`src/rtl/jk_register_bank.sv`:
```
// Master-slave register bank: the master stage updates on the rising edge and the
// slave stage on the falling edge. Each bit acts as a JK or T flip-flop, or the bank
// acts as a D register or as an up/down counter.
module jk_register_bank #(
    parameter int                 WIDTH     = 8,
    parameter logic [WIDTH-1:0]   RESET_VAL = {WIDTH{1'b0}}
) (
    input  logic             clk,
    input  logic             rst,
    input  logic             en,
    input  logic             clr,
    input  logic [1:0]       mode,
    input  logic [WIDTH-1:0] j,
    input  logic [WIDTH-1:0] k,
    input  logic [WIDTH-1:0] d,
    input  logic             dir,
    output logic [WIDTH-1:0] q,
    output logic [WIDTH-1:0] qbar,
    output logic             tc
);

    typedef enum logic [1:0] {
        MODE_JK   = 2'b00,
        MODE_T    = 2'b01,
        MODE_D    = 2'b10,
        MODE_CNT  = 2'b11
    } mode_t;

    localparam logic [WIDTH-1:0] ONE = WIDTH'(1);

    logic [WIDTH-1:0] r_m;
    logic [WIDTH-1:0] r_q;
    logic             r_tc;

    logic [WIDTH-1:0] w_jkNext;
    logic [WIDTH-1:0] w_tNext;
    logic [WIDTH-1:0] w_cntNext;
    logic [WIDTH-1:0] w_mNext;
    logic             w_atMax;
    logic             w_atZero;
    logic             w_tcNext;
    mode_t            w_mode;

    assign w_mode    = mode_t'(mode);
    assign w_jkNext  = (j & ~r_m) | (~k & r_m);
    assign w_tNext   = r_m ^ j;
    assign w_cntNext = dir ? (r_m + ONE) : (r_m - ONE);
    assign w_atMax   = &r_m;
    assign w_atZero  = ~|r_m;

    always_comb begin
        w_mNext = r_m;
        if (clr) begin
            w_mNext = RESET_VAL;
        end else if (en) begin
            case (w_mode)
                MODE_JK:  w_mNext = w_jkNext;
                MODE_T:   w_mNext = w_tNext;
                MODE_D:   w_mNext = d;
                MODE_CNT: w_mNext = w_cntNext;
                default:  w_mNext = r_m;
            endcase
        end
    end

    // Terminal count is judged on the freshly updated master with the controls still driven.
    assign w_tcNext = (w_mode == MODE_CNT) & en & ~clr &
                      ((dir & w_atMax) | (~dir & w_atZero));

    always_ff @(posedge clk or negedge rst) begin
        if (!rst) begin
            r_m <= RESET_VAL;
        end else begin
            r_m <= w_mNext;
        end
    end

    always_ff @(negedge clk or negedge rst) begin
        if (!rst) begin
            r_q  <= RESET_VAL;
            r_tc <= 1'b0;
        end else begin
            r_q  <= r_m;
            r_tc <= w_tcNext;
        end
    end

    assign q    = r_q;
    assign qbar = ~r_q;
    assign tc   = r_tc;

endmodule

```
`config.mk`:
```
export PLATFORM = sky130hd
export DESIGN_NAME = jk_register_bank
export DESIGN_NICKNAME = d
export VERILOG_FILES = /design/src/rtl/jk_register_bank.sv
export SDC_FILE = /design/constraint.sdc
export NUM_CORES = 1
export LEC_CHECK = 0
export CELL_PAD_IN_SITES_DETAIL_PLACEMENT = 1
export CELL_PAD_IN_SITES_GLOBAL_PLACEMENT = 2
export CORE_MARGIN = 2
export CORE_UTILIZATION = 22
export DETAILED_ROUTE_END_ITERATION = 10
export PLACE_DENSITY = 0.78
export SYNTH_ARGS = -nofsm -noshare
export SYNTH_HDL_FRONTEND = slang
export SYNTH_SLANG_ARGS = --single-unit
```
`constraint.sdc`:
```
create_clock -name clk -period 1.7 [get_ports clk]
set_input_delay 0.17 -clock clk [delete_from_list [all_inputs] [get_ports clk]]
set_output_delay 0.17 -clock clk [all_outputs]
set_load 0.01 [all_outputs]
```
==> impl_summary.txt, run 1 <==
----------------------------------------------------
[Hold path]
  Type of the worst min-delay path ... in2async

[Floorplan]
  Die area ... 0.006396 sq mm
  Total I/O pin count ... 48
  Site Rows ... 27
  Die X-Extent ... 79.98 um
  Initial core utilization ... 22.92%
  Chip Height ... 79.98 um
  Core region area ... 0.005540 sq mm

[Setup path]
  Crit path required time ... 1.53 ns
  Largest fanout of any net on the critical path ... 2
  Critical Path, Cell by Cell ... inv_1 -> buf_2
  Kind of cell adding the most delay to the critical path ... flip-flops
  Signal arrival time at the worst endpoint ... 1.69 ns
  Endpoint type of the worst setup path ... output pin
  Critical path buffer and inverter count ... 2
  CP Launch Type ... flip-flop
  Delay of the slowest critical-path stage ... 0.41 ns
  Critical Setup Path Class ... reg2out
  Slowest stage cell on the critical path ... dfrtn_1

[Global routing]
  Overflow after GRT ... 0
  Wire length of the first global-routing pass ... 6713 um
  Number of antenna violations at the first check in global routing ... 0
  Number of global-route vias before repair ... 1310
  Global Route Usage Sum ... 13.77%
  Largest net degree at the start of global routing ... 21

[Routing]
  Drt first-iter violations ... 79
  Ratio of routed vias to standard cells ... 4.705
  Via count ... 1402
  Router iterations before antenna repair ... 4
  Post-route ant nets ... 0
  Aggregate routed wire length ... 4426 um
  WL per Instance ... 14.85 um
  Remaining routing DRC violations ... 0

[Logic synthesis]
  Post-Syn Nets ... 180
  Area of the mapped netlist ... 0.001270 sq mm
  Main synth FF type ... dfrtn_1
  Number of warnings printed during yosys synthesis ... 0
  Async SR Flop Fraction ... 100.0%
  Seq/Total Area, Yosys ... 33.50%
  Top cells by instance count after synthesis ... inv_1 (14), a21oi_1 (10), nor2_1 (10)
  Synth top area share ... 17.73%
  Yosys cell types ... 46
  Synth area leaders ... dfrtn_1 (18%), dfrtp_1 (16%), ha_1 (5.9%)
  Library cell with the largest summed area after synthesis ... dfrtn_1
  Avg Cell Area, Syn ... 8.943 sq um
  Count leader, synth ... inv_1
  Count of state elements after synthesis ... 17
  Number of enable-type register cells in the synthesized netlist ... 0
  Number of instances in the synthesized netlist ... 142

[CTS]
  Post-cts hold buffer count ... 0
  CTS tree ... built
  Clock sink count ... 17
  H-tree Lvls ... 1
  Maximum number of buffers from clock root to sink ... 2
  Clock Tree Root ... clkbuf_8
  Clock input transition at the sequential cells of the worst setup and hold paths ... 0.07 ns
  Clock buffers created by TritonCTS ... 3
  Source-to-sink clock delay at the later pin of the worst-skew pair ... 0.26 ns

[Power and ir drop]
  Total leakage power ... 0.9614 nW
  Power density normalized to cell area ... 628.6 mW/mm^2
  IR drop worst, VDD ... 0.2734 mV

[Final layout]
  Layout Nets ... 265
  # fillers ... 670
  Layout overhead on the synthesized area ... 71.63%
  Ant. Diodes ... 0
  Core Util, Final ... 39.34%
  Fraction of layout instances using a drive strength above 1 ... 38.50%

[STA]
  Worst Slack Setup Final ... -0.1605 ns
  Smallest hold slack ... 0.2579 ns
  Hold Fails Final Rpt ... 0
  RSZ-0062 raised after global routing ... true
  Least-Margin Pin Slew ... 0.2742 ns
  Endpoints failing setup ... 20
  Worst max-slew margin expressed relative to the limit ... 81.43%
  Number of max-slew violations in the final report ... 0
  Final worst clock skew ... 0.01585 ns

[Run status]
  Outcome ... finished with violations
  Violations in the final reports ... negative setup slack

[Placement]
  Input/output buffers ... 47
  Routability congestion estimate from global placement ... 0.8688
  Post-Place Setup Slack ... -0.4625 ns
  Estimated wirelength of the detail-placed design ... 3371 um

[Run]
  Count of max-cap constraint violations ... 0

----------------------------------------------------
==> final timing paths <==
| check | from | endpoint | slack, ns | depth (start not counted) |
|---|---|---|---|---|
| worst max-delay path | q[5] | qbar[5] | -0.16 | 2 |
| worst max register to register | r_m[3] | tc | -0.11 | 3 |
| max in group asynchronous | rst | q[2] | 0.56 | 2 |
| min in group clk | d[4] | r_m[4] | 0.66 | 4 |
| worst min-delay path | rst | r_m[2] | 0.26 | 2 |
| worst min register to register | r_m[1] | r_m[1] | 0.79 | 2 |
==> repair_timing <==
item,CTS,global route
gates resized for setup,83,12
pin swaps,7,5
cloned,0,0
endpoints found under the setup margin,24,25
buffers inserted,3,5
==> cells by family after synthesis <==
kind of cell / Yosys count / share of synthesized area, %
fa+ha+maj: 7 / 7.488
flops: 17 / 33.50
buf+inv: 24 / 8.375
simple gates: 33 / 14.19
compound gates: 49 / 27.49
mux: 6 / 4.828
xor+xnor: 6 / 4.139
==> flip-flops by register name (all words and copies together) (netlist names) <==
name	flops
q	8
r_m	8
tc	1
==> worst register-to-register path, delay by kind of cell, from the launching register on <==
family	cells	cell delay, ns
AO/OA/AOI/OAI	1	0.13
flip-flops	1	0.42
AND/OR/NAND/NOR	2	0.45
==> cell type report <==
class / instances / area, sq um / area share, %
clock inverter: 1 / 5.005 / 0.2296
tap: 72 / 90.09 / 4.133
clock buffer: 3 / 41.29 / 1.894
inverter: 16 / 60.06 / 2.755
timing repair buffer: 88 / 737.0 / 33.81
multi-input combinational: 101 / 817.0 / 37.49
sequential: 17 / 429.2 / 19.69
==> metal layers <==
layer  track usage (%)  vias to the layer above  wire length, um
met5                 0                        -                0
met4             2.034                        0               33
met3             2.489                        4              242
met2             23.50                       45             2135
met1             18.40                      664             2015
li1                  -                      689                -
==> placed cells by master, fill, tap and decap left out, drive strengths merged, types with 4 or more instances in the layout <==
cell           synthesis  routed
dfrtn                  9       9
ha                     6       6
buf                    6      58
clkdlybuf4s50          0      29
dfrtp                  8       8
mux2i                  5       5
o21ai                  8       8
inv                   16      16
a21oi                 10      10
nor2                  10      10
o221ai                 5       5
o211ai                 4       4
nand2                  6       6
==> where the power goes <==
| group | switching [mW] | internal, mW |
|---|---|---|
| clock network | 0.140 | 0.163 |
| logic | 0.262 | 0.329 |
| registers | 0.0336 | 0.443 |
| total | 0.436 | 0.934 |
==> through the flow <==
step	power, mW	cell area, sq um	TNS (ns)	instances
global placement	1.014	2044	-6.151	286
floorplan	0.7255	1279	-0.1196	142
finish	1.370	2180	-2.386	298
detailed placement	1.029	2044	-6.522	286
global route	1.456	2180	-3.330	298
CTS	1.336	2103	-2.542	293
Power figures use the tool's default switching activity.
==> run 2: changes to the inputs <==
Settings changed: CTS_CLUSTER_SIZE set to 30.
==> results of run 2 <==
Final layout, timing and power as in run 1 (identical DEF).
